--- config.mk ---
export PLATFORM = sky130hd
export DESIGN_NAME = led_blinker
export DESIGN_NICKNAME = d
export VERILOG_FILES = /design/src/rtl/led_blinker_pkg.sv /design/src/rtl/led_blinker_chan.sv /design/src/rtl/led_blinker.sv
export SDC_FILE = /design/constraint.sdc
export NUM_CORES = 1
export LEC_CHECK = 0
export CAP_MARGIN = 40
export CORE_AREA = 2 2 150 152
export DETAILED_ROUTE_END_ITERATION = 8
export DIE_AREA = 0 0 152 154
export HOLD_SLACK_MARGIN = 0.15
export PLACE_DENSITY = 0.74
export SLEW_MARGIN = 0
export SYNTH_ARGS = -nofsm -noshare
export SYNTH_HDL_FRONTEND = slang
export SYNTH_SLANG_ARGS = --single-unit
--- constraint.sdc ---
create_clock -name clk -period 4.8 [get_ports clk]
set_input_delay 0.96 -clock clk [delete_from_list [all_inputs] [get_ports clk]]
set_output_delay 0.96 -clock clk [all_outputs]
set_load 0.05 [all_outputs]
--- src/rtl/led_blinker_pkg.sv ---
// led_blinker shared types: channel mode
// encoding and its field width.
package led_blinker_pkg;

   localparam int MODE_W = 2;

   typedef enum logic [MODE_W-1:0] {
      MODE_OFF   = 2'd0,
      MODE_ON    = 2'd1,
      MODE_BLINK = 2'd2,
      MODE_PULSE = 2'd3
   } mode_e;

endpackage

--- src/rtl/led_blinker_chan.sv ---
// One LED channel: mode/half-period/count
// registers plus toggle and pulse-count logic.
// Ports: clk, rst_n, tick (1 ms strobe),
//   we/mode/half_ms/count (channel load),
//   q (active-high level), done (PULSE end).
module led_blinker_chan
   import led_blinker_pkg::*;
#(
   parameter int hp_w  = 16,
   parameter int cnt_w = 8
) (
   input  logic             clk,
   input  logic             rst_n,
   input  logic             tick,
   input  logic             we,
   input  mode_e            mode,
   input  logic [hp_w-1:0]  half_ms,
   input  logic [cnt_w-1:0] count,
   output logic             q,
   output logic             done
);

   mode_e            mode_r, mode_n;
   logic [hp_w-1:0]  half_r, half_n;
   logic [hp_w-1:0]  ms_r, ms_n;
   logic [cnt_w-1:0] rem_r, rem_n;
   logic             q_r, q_n;
   logic             done_r, done_n;
   logic             run;
   logic             wrap;

   always_ff @(posedge clk or negedge rst_n) begin
      if (!rst_n) begin
         mode_r <= MODE_OFF;
         half_r <= hp_w'(1);
         ms_r   <= '0;
         rem_r  <= '0;
         q_r    <= 1'b0;
         done_r <= 1'b0;
      end else begin
         mode_r <= mode_n;
         half_r <= half_n;
         ms_r   <= ms_n;
         rem_r  <= rem_n;
         q_r    <= q_n;
         done_r <= done_n;
      end
   end

   always_comb begin
      mode_n = mode_r;
      half_n = half_r;
      ms_n   = ms_r;
      rem_n  = rem_r;
      q_n    = q_r;
      done_n = done_r;
      // A finished pulse train freezes.
      run  = (mode_r == MODE_BLINK) ||
             (mode_r == MODE_PULSE && !done_r);
      wrap = (ms_r == half_r - hp_w'(1));
      if (we) begin
         mode_n = mode;
         half_n = (half_ms == '0) ? hp_w'(1)
                                  : half_ms;
         rem_n  = count;
         ms_n   = '0;
         done_n = 1'b0;
         unique case (mode)
            MODE_OFF:   q_n = 1'b0;
            MODE_ON:    q_n = 1'b1;
            MODE_BLINK: q_n = 1'b1;
            MODE_PULSE: begin
               q_n    = (count != '0);
               done_n = (count == '0);
            end
            default:    q_n = 1'b0;
         endcase
      end else if (tick && run) begin
         if (wrap) begin
            ms_n = '0;
            q_n  = ~q_r;
            // Falling edge ends one on-phase.
            if (q_r && mode_r == MODE_PULSE) begin
               rem_n = rem_r - cnt_w'(1);
               if (rem_r == cnt_w'(1))
                  done_n = 1'b1;
            end
         end else begin
            ms_n = ms_r + hp_w'(1);
         end
      end
   end

   assign q    = q_r;
   assign done = done_r;

endmodule

--- src/rtl/led_blinker.sv ---
// Multi-channel LED pattern generator: shared
// 1 ms prescaler, write decode, N channels.
// Ports: clk, rst_n, cfg_we/cfg_ch/cfg_mode/
//   cfg_half_ms/cfg_count (channel write),
//   q (LEDs), done (pulse end), tick (1 ms).
// LED_BLINKER_ACTIVE_LOW_EN: drive q inverted.
module led_blinker
   import led_blinker_pkg::*;
#(
   parameter int clk_freq_hz = 50_000_000,
   parameter int channels    = 4,
   parameter int hp_w        = 16,
   parameter int cnt_w       = 8,
   parameter int ch_w        =
      (channels > 1) ? $clog2(channels) : 1
) (
   input  logic                clk,
   input  logic                rst_n,
   input  logic                cfg_we,
   input  logic [ch_w-1:0]     cfg_ch,
   input  logic [MODE_W-1:0]   cfg_mode,
   input  logic [hp_w-1:0]     cfg_half_ms,
   input  logic [cnt_w-1:0]    cfg_count,
   output logic [channels-1:0] q,
   output logic [channels-1:0] done,
   output logic                tick
);

   localparam int DIV = clk_freq_hz / 1000;
   localparam int PW  =
      (DIV > 1) ? $clog2(DIV) : 1;

   logic [PW-1:0]       pre;
   logic [channels-1:0] q_int;

   assign tick = (pre == PW'(DIV - 1));

   always_ff @(posedge clk or negedge rst_n) begin
      if (!rst_n)
         pre <= '0;
      else if (tick)
         pre <= '0;
      else
         pre <= pre + PW'(1);
   end

   // Out-of-range indices match no channel,
   // so such writes fall away here.
   for (genvar g = 0; g < channels; g++) begin
      : g_ch
      led_blinker_chan #(
         .hp_w  (hp_w),
         .cnt_w (cnt_w)
      ) u_chan (
         .clk     (clk),
         .rst_n   (rst_n),
         .tick    (tick),
         .we      (cfg_we &&
                   (cfg_ch == ch_w'(g))),
         .mode    (mode_e'(cfg_mode)),
         .half_ms (cfg_half_ms),
         .count   (cfg_count),
         .q       (q_int[g]),
         .done    (done[g])
      );
   end

`ifdef LED_BLINKER_ACTIVE_LOW_EN
   assign q = ~q_int;
`else
   assign q = q_int;
`endif

endmodule
Word-level counts from Yosys, hierarchy flattened:

Cells that the tools add are included.

* add/subtract/negate cells: 13
* $mul: 0
* divide/modulo/power cells: 0
* $lt $le $gt $ge: 0
* equality and inequality tests: 23
* shift-type cells: 0
* multiplexer cells: 64
* bitwise operators: 4
* reduce and logical (&&, ||, !) cells: 58

Operators with widths (number)
* $mux 16: 14
* $mux 8: 16
* $add 16x1->16 const B: 5
* $eq 16x16->1: 4
* $sub 16x1->16 const B: 4
* $mux 1: 33
* $eq 8x1->1 const B: 4
* $reduce_bool 2->1: 16
* $sub 8x1->8 const B: 4
* $eq 2x2->1 const B: 12
* $eq 16x16->1 const B: 1
* $logic_and 1x1->1: 16
* $logic_not 16->1: 1
* $reduce_and 4->1: 4
* $reduce_and 3->1: 4
* $logic_not 8->1: 1
* $reduce_and 2->1: 4
* $reduce_bool 8->1: 1
* $eq 2x1->1 const B: 2
* $logic_not 1->1: 4
* $logic_not 2->1: 2
* $logic_or 1x1->1: 4
* $not 1->1: 4
* $pmux 1 s3: 1
* $reduce_or 2->1: 1

* register bits after elaboration: 192
* bits in latches: 0
* bits in writable memories: 0
* ROM bits: 0
* output and inout port bits: 9
* memories kept: 0

Logic depth before layout (Yosys ltp):

* depth in word-level cells: 6
* gate-level depth with buffers: 12

By module:

A second synthesis with hierarchy kept.

* cells, all modules: 1303
* area total of the unflattened synthesis: 12096.6 µm²

Modules (own cells, without submodules)
* led_blinker_chan at g_ch[0].u_chan ...: times used 3, cells each 300, area each 2780.2 µm²
* led_blinker_chan at g_ch[3].u_chan: times used 1, cells each 331, area each 2972.9 µm²
* led_blinker: times used 1, cells each 72, area each 783.3 µm²

Least setup slack after synthesis:

No wires, ideal clock.

* kind: register to register
* start point: reg g_ch[2].u_chan.half_r[0]
* end point: reg g_ch[2].u_chan.ms_r[6]
* setup time: 0.119 ns
* arrival time: 2.813 ns
* slack: 1.868 ns
* stages on the path, launching flop included: 13
* path buffers: 2
* period minus slack after synthesis: 2.932 ns
* path through: dfstp_2 > clkbuf_1 > inv_1 > ha_1 > nor2b_1 > a21o_1 > a2111oi_0 > o2111a_1 > nand4_4 > nand2b_4 > o21ai_2 > buf_4 > nor2_1

* longest elaborated chain between the ends: 5

RTL lines
* start: declaration: line led_blinker_chan.sv:24 `logic [hp_w-1:0] half_r, half_n;`
* start signal: assignment: line led_blinker_chan.sv:35 `half_r <= hp_w'(1);`
* start signal: assignment: line led_blinker_chan.sv:42 `half_r <= half_n;`
* $sub 16x1->16: line led_blinker_chan.sv:60 `wrap = (ms_r == half_r - hp_w'(1));`
* $eq 16x16->1: line led_blinker_chan.sv:60
* $mux 16: line led_blinker_chan.sv:79 `if (wrap) begin`
* $mux 16: line led_blinker_chan.sv:78 `end else if (tick && run) begin`
* $mux 16: line led_blinker_chan.sv:61 `if (we) begin`
* end signal: assignment: line led_blinker_chan.sv:43 `ms_r <= ms_n;`
* end: declaration: line led_blinker_chan.sv:25 `logic [hp_w-1:0] ms_r, ms_n;`

Every way passes these cells. The select of a mux whose other input is x is not followed.
A chain may end at the register's enable or synchronous reset.

Worst setup path in the final report:

* start point: reg pre[10]
* end point: out tick

* longest elaborated chain between the ends: 1

RTL lines
* start: declaration: line led_blinker.sv:33 `logic [PW-1:0] pre;`
* start signal: assignment: line led_blinker.sv:44 `pre <= pre + PW'(1);`
* $eq 16x16->1: line led_blinker.sv:36 `assign tick = (pre == PW'(DIV - 1));`
* end: declaration: line led_blinker.sv:26 `output logic tick`

Every way passes these cells.

==> flow_metrics.tcl <==
set metrics [dict create \
    nets 1423 \
    r2r_start "g_ch[3].u_chan.half_r[2]" \
    synth_common_cells "261 x nand2_1, 188 x dfrtp_1, 111 x nor2_1" \
    synth-edff-count 0 \
    clockRootBuffer "clkbuf_16" \
    drt_iter0_drc 756 \
    synth_top_cell_by_area "dfrtp_1" \
    grt_pass1_wl_um 49100 \
    seq_area_frac_synth_pct 40.7 \
    dieHeight_um 154 \
    required_ns 3.84 \
    fin_area_sq_mm 0.0130 \
    hold_class "flop to flop" \
    synth_warnings 0 \
    synth.most_common_cell "nand2_1" \
    status "completed" \
    holdBufCountCts 0 \
    synth_nets 1416 \
    worstPathArrival_ns 2.56 \
    cp-start-kind "flop" \
    syn_area_sq_mm 0.0118 \
    drv_slew 0 \
    wire_per_inst_um 17.9 \
    initial_utilization_pct 54.5 \
    vias 9951 \
    path_delay_family "buffers and inverters" \
    grt_max_degree 62 \
    avgSynthCellArea_sq_um 8.66 \
    io_buffers 39 \
    hold_end "pre[0]" \
    reg2reg_to "g_ch[3].u_chan.rem_r[6]" \
    cp_max_fo 8 \
    route.detailed.drc 0 \
    hold_viol 0 \
    ant_nets 0 \
    regArea_sq_mm 0.00481 \
    multiInputGateArea_sq_mm 0.00655 \
    critPathKind "flop to output port" \
    fillers 1873 \
    clk_latency_ns 0.44 \
    relSlewSlack_pct 42.2 \
    drive_gt1_share_pct 7.79 \
    clock.fmax_mhz 284 \
    place_congestion 0.932 \
    grt_pass1_vias 9324 \
    cp-end-kind "output port" \
    area_delta_synth_final_pct 9.74 \
    ys_ff_latch 192 \
    crit_buf_inv 2 \
    dpl.hpwl_um 21100 \
    core_area_sq_mm 0.0217 \
    setup_violations 0 \
    cellPowerDensity_mw_per_mm2 333 \
    numCtsBuffers 17 \
    drtPass1Iterations 5 \
    p_leak_nw 5.39 \
    avgViaCountPerCell 5.97 \
    num_rows 54 \
    placed_area_sq_mm 0.0124 \
    cts_max_level 4 \
    worst_path_max_delay_cell "clkdlybuf4s50_1" \
    overflow 0 \
    die-area_sq_mm 0.0234 \
    ys_types 84 \
    antenna_found_initial 0 \
    async_flop_share_pct 100 \
    tns_ns 0 \
    cts_setup_buffers 0 \
    r2r_slack_ns 1.29 \
    hp-start "pre[0]" \
    hold_depth 1 \
    worst_slew_pin_slew_ns 0.868 \
    ir_drop_mv 0.227 \
    cp_cell_sequence "or3_1 > nor4_2 > clkbuf_4 > clkdlybuf4s50_1" \
    io_pins 40 \
    synth_top_area_share_pct 39.8 \
    clkSinkCount 192 \
    clk_path_buf_depth 2 \
    maxCapViolCount 0 \
    die_w_um 152 \
    tritoncts "built" \
    post_cts_resized 0 \
    synth_flop_cell "dfrtp_1" \
    wirelength_um 29800 \
    clkTransAtPathRegs_ns 0.07 \
    synth_cells 1366 \
    r2r_cells 8 \
    period_minus_slack_ns 3.52 \
    skew_ns 0.0140 \
    max_stage_delay_ns 0.82 \
    period_share_pct 73.3 \
    rsz0062_at_grt "false" \
    antenna_cells 0 \
    yosys-top-cells-area "dfrtp_1 40%, nand2_1 8.3%, xnor2_1 5.5%" \
    track_usage_pct 25.9 \
]
==> layout by cell type (no fill, tap or decap), drive strengths merged, types with 4 or more instances in the layout <==
master / synthesis / routed
nand2: 262 / 262
dfrtp: 188 / 188
nor2: 112 / 112
xnor2: 74 / 74
xor2: 65 / 65
o21ai: 61 / 61
nand3: 54 / 54
nor4: 45 / 45
nor3: 43 / 43
a21oi: 40 / 40
clkdlybuf4s50: 0 / 38
inv: 36 / 38
or3: 27 / 27
clkbuf: 44 / 26
nand4: 25 / 25
or4: 22 / 22
mux2: 21 / 21
ha: 19 / 19
and3: 17 / 17
nand3b: 14 / 14
a31oi: 14 / 14
nand2b: 14 / 14
buf: 23 / 13
nand4b: 11 / 11
nor3b: 11 / 11
nor2b: 10 / 10
or2: 10 / 10
o211ai: 8 / 8
o31ai: 7 / 7
a211oi: 7 / 7
and2: 7 / 7
a21o: 6 / 6
o22ai: 6 / 6
o31a: 4 / 4
nor4b: 4 / 4
dfstp: 4 / 4
==> stage by stage <==
step / std cells / power [mW] / util [%] / hold slack (ns) / worst slack, ns
6_report: 1666 / 4.32 / 59.8 / 0.452 / 1.28
3_5_place_dp: 1632 / 2.89 / 57.1 / 0.452 / 1.30
4_1_cts: 1664 / 4.33 / 59.8 / 0.461 / 0.826
3_3_place_gp: 1627 / 2.86 / 56.7 / 0.438 / 1.36
2_1_floorplan: 1366 / 2.63 / - / 0.425 / 1.87
5_1_grt: 1666 / 4.54 / 59.8 / 0.480 / 1.16
==> final cells by class <==
| type | instances | share of cell area (%) |
|---|---|---|
| clock inverter | 9 | 0.858 |
| clock buffer | 23 | 3.61 |
| timing repair buffer | 55 | 4.31 |
| sequential | 192 | 37.1 |
| multi-input combinational | 1071 | 50.4 |
| inverter | 36 | 1.04 |
| tap | 280 | 2.70 |
==> report_power, final <==
part / switching (mW) / total [mW] / internal [mW] / leakage [nW]
Sequential: 0.239 / 2.02 / 1.78 / 2.40
Combinational: 0.489 / 0.864 / 0.375 / 2.72
Clock: 0.634 / 1.43 / 0.799 / 0.278
Total: 1.36 / 4.32 / 2.95 / 5.39
==> registers in the layout, summed over array words and instances, names as in the netlist <==
signal	count
g_ch.u_chan.half_r	64
g_ch.u_chan.ms_r	64
g_ch.u_chan.rem_r	32
g_ch.u_chan.done	4
g_ch.u_chan.mode_r	8
pre	16
g_ch.u_chan.q	4
==> cells by family (layout without fill, tap and decap cells) <==
family / after synthesis / after routing / synth area share (%)
AND/OR/NAND/NOR: 701 / 701 / 30.2
flip-flops: 192 / 192 / 40.7
AO/OA/AOI/OAI: 187 / 187 / 10.2
XOR/XNOR: 140 / 140 / 10.5
buffers and inverters: 103 / 123 / 4.10
multiplexers: 24 / 24 / 2.25
adder cells (fa/ha/maj): 19 / 19 / 2.01
==> routing by layer <==
metal / vias to the layer above / track usage [%] / wire (um) / part of all wire (%)
met5: - / 0 / 0 / 0
met4: 0 / 7.74 / 697 / 2.3
met3: 46 / 4.17 / 1550 / 5.2
met2: 273 / 41.8 / 14000 / 47
met1: 4822 / 36.1 / 13600 / 46
li1: 4810 / - / - / -
==> worst max-delay path by stage <==
stage / start / endpoint / slack, ns / depth (start not counted)
2_1_floorplan: g_ch[2].u_chan.half_r[0] / g_ch[2].u_chan.ms_r[6] / 1.87 / 12
3_3_place_gp: pre[10] / tick / 1.36 / 3
3_5_place_dp: pre[10] / tick / 1.30 / 3
4_1_cts: pre[10] / tick / 0.83 / 3
5_1_grt: g_ch[2].u_chan.half_r[0] / g_ch[2].u_chan.ms_r[10] / 1.16 / 10
6_report: pre[10] / tick / 1.28 / 4
Power figures use the tool's default switching activity.
==> RTL edit (config.mk and constraints unchanged) <==
`cnt_w` is set to 8 in 2 places; all go to 12.
--- a/src/rtl/led_blinker_chan.sv
+++ b/src/rtl/led_blinker_chan.sv
@@ -7,7 +7,7 @@
    import led_blinker_pkg::*;
 #(
    parameter int hp_w  = 16,
-   parameter int cnt_w = 8
+   parameter int cnt_w = 12
 ) (
    input  logic             clk,
    input  logic             rst_n,
--- a/src/rtl/led_blinker.sv
+++ b/src/rtl/led_blinker.sv
@@ -10,7 +10,7 @@
    parameter int clk_freq_hz = 50_000_000,
    parameter int channels    = 4,
    parameter int hp_w        = 16,
-   parameter int cnt_w       = 8,
+   parameter int cnt_w       = 12,
    parameter int ch_w        =
       (channels > 1) ? $clog2(channels) : 1
 ) (
Ports: changed (resized cfg_count); port bits go from 40 to 44. The function was not compared with the original's and may differ.
==> RTL edit against the original RTL <==
Cell count grew 5.7%. Die area did not move. Core utilization grew 4.1 points. Sequential cell count is 16 higher. Area after synthesis is 4.6% higher. Design area up 6.8%. Worst setup slack worse by 0.32 ns. Via count increased by 5.3%. Worst hold slack better by 0.033 ns. Routed wire length grew 6.3%. Combinational power up 10%. Total power up 21%. Register-to-register slack got worse by 0.27 ns. Critical path type unchanged. Highest routed layer unchanged.
==> RTL edit: results (changes against the original RTL) <==
| Metric | Value |
|---|---|
| Worst slew pin tran | 0.8399 ns (-0.02768 ns) |
| Setup bufs post-CTS | 0 (unchanged) |
| Most frequent cells after synthesis | nand2_1, dfrtp_1, nor2_1, xnor2_1, o21ai_0 |
| Met3 WL | 2316 um (+50%) |
| LEAKAGE | 5.846 nW (+8.4%) |
| Fin nets | 1517 (+6.6%) |
| Largest net degree at the start of global routing | 123 (+98%) |
| Worst min path class | in -> async |
| Vias per inst | 5.951 (-0.37%) |
| Synth cell types | 70 (-17%) |
| CTS Buffer Depth | 3 (+1) |
| Worst-skew pair later-pin latency | 0.52 ns (+0.08 ns) |
| EDFF count, synth | 0 (unchanged) |
| Depth of the CTS H-tree | 1 (-3) |
| Post-detail-place hpwl | 21630 um (+2.3%) |
| All-layer global routing usage | 27.03% (+1.2 points) |
| Post-synth top area cell | dfrtp_1 |
| Largest regs | g_ch.u_chan.half_r x64, g_ch.u_chan.ms_r x64, g_ch.u_chan.rem_r x48 |
| Main flop type after synthesis | dfrtp_1 |
| Critical path's slowest cell | clkdlybuf4s50_1 |
| Root buf cell | clkbuf_16 |
| Top Layer Used | met4 |
| Global-route wire length before repair | 51630 um (+5.1%) |
| Syn. warnings | 0 (unchanged) |
| Fillcell total | 1810 (-3.4%) |
| Crit path max-delay family | simple AND/OR/NAND/NOR gates |
| Area contributors post-synth | dfrtp_1, nand2_1, xnor2_1 |
| 1st-pass router iterations | 5 (unchanged) |
| CTS Buf Count | 24 (+7) |
| Fraction of layout cells with a size suffix above 1 | 6.144% (-1.6 points) |
| WL met2 | 14180 um (+1.5%) |
| Port buffer count | 43 (+10%) |
| Drt initial violations | 753 (-0.40%) |
| Worst path max stage delay | 0.92 ns (+0.10 ns) |
| Antenna fix cells | 0 (unchanged) |
| Wirelength per Cell | 18.01 um (+0.54%) |
| Metal-1 WL | 14350 um (+5.3%) |
| Initial antenna violation count | 0 (unchanged) |
| Arrival @ worst endpoint | 2.87 ns (+0.31 ns) |
| Setup Skew | 0.009297 ns (-0.004674 ns) |
| Status | finished, final reports clean |
| CP Max Fanout | 6 (-2) |
| Sequential share of the synthesized area | 42.12% (+1.4 points) |
| Post-CTS sizing | 0 (unchanged) |
| Vias in the first global route | 9912 (+6.3%) |
| RD Place Congestion | 0.8811 (-5.5%) |
| Async S/R FF share, synth | 100.0% (unchanged) |
| VDD IR-drop max | 0.2575 mV (+13%) |
| Slew Viols, Final | 0 (unchanged) |
| Clock-pin slew on the worst setup and hold paths | 0.06 ns |
==> RTL edit: cell count changes after synthesis, moves of 11 or more <==
cell      before  now
xor2_1        65   79
a21oi_1       39   24
xnor2_1       74   94
and3_1        17   28
o21ai_0       51   81
dfrtp_1      188  204
mux2_2        21    5
nand3_1       54   43
nor2_1       111  130
nand2_1      261  301
clkbuf_1      44   69
==> RTL edit: kinds of logic (layout without fill, tap and decap cells) <==
| logic type | after synthesis | count (layout) | synth area share (%) |
|---|---|---|---|
| AND/OR/NAND/NOR | 749 | 749 | 29.55 |
| flip-flops | 208 | 208 | 42.12 |
| AO/OA/AOI/OAI | 183 | 183 | 9.225 |
| XOR/XNOR | 173 | 173 | 12.25 |
| buffers and inverters | 113 | 135 | 3.752 |
| adder cells (fa/ha/maj) | 19 | 19 | 1.922 |
| multiplexers | 14 | 14 | 1.183 |
==> RTL edit: metrics by stage <==
stage,area (um2),setup slack [ns],cells
CTS,13860,0.9405,1761
floorplan,12370,1.301,1459
global route,13860,0.8349,1761
finish,13860,0.9669,1761
detailed placement,12970,1.047,1717
global placement,12930,1.139,1713
==> RTL edit: layout make-up <==
| cell class | count | share of cell area, % |
|---|---|---|
| sequential | 208 | 37.59 |
| tap | 280 | 2.528 |
| timing repair buffer | 60 | 4.198 |
| clock buffer | 30 | 4.938 |
| clock inverter | 14 | 1.490 |
| multi-input combinational | 1138 | 48.42 |
| inverter | 31 | 0.8396 |
==> RTL edit: worst paths after layout <==
check                                                     start  slack [ns]                                  to  cells past startpoint
max reg2reg                g_ch[1].u_chan.half_r[7]$_DFFE_PN0P_        1.02     g_ch[1].u_chan.done$_DFFE_PN0P_                      8
max                                           pre[10]$_DFF_PN0_        0.97                                tick                      3
min in group clk                               pre[0]$_DFF_PN0_        0.49                    pre[0]$_DFF_PN0_                      1
min reg2reg                                    pre[0]$_DFF_PN0_        0.49                    pre[0]$_DFF_PN0_                      1
min                                                       rst_n        0.48  g_ch[3].u_chan.ms_r[6]$_DFFE_PN0P_                      1
max in group asynchronous                                 rst_n        3.18  g_ch[1].u_chan.ms_r[4]$_DFFE_PN0P_                      2
==> RTL edit: layer usage <==
| metal | track usage [%] | vias up |
|---|---|---|
| li1 | - | 5062 |
| met1 | 38.45 | 5026 |
| met2 | 42.19 | 331 |
| met3 | 4.932 | 61 |
| met4 | 8.634 | 0 |
| met5 | 0 | - |
==> RTL edit: power breakdown <==
group / switching [W] / internal (W)
registers: 0.000267 / 0.00196
clock network: 0.000767 / 0.00128
logic: 0.000538 / 0.000412
total: 0.00157 / 0.00365
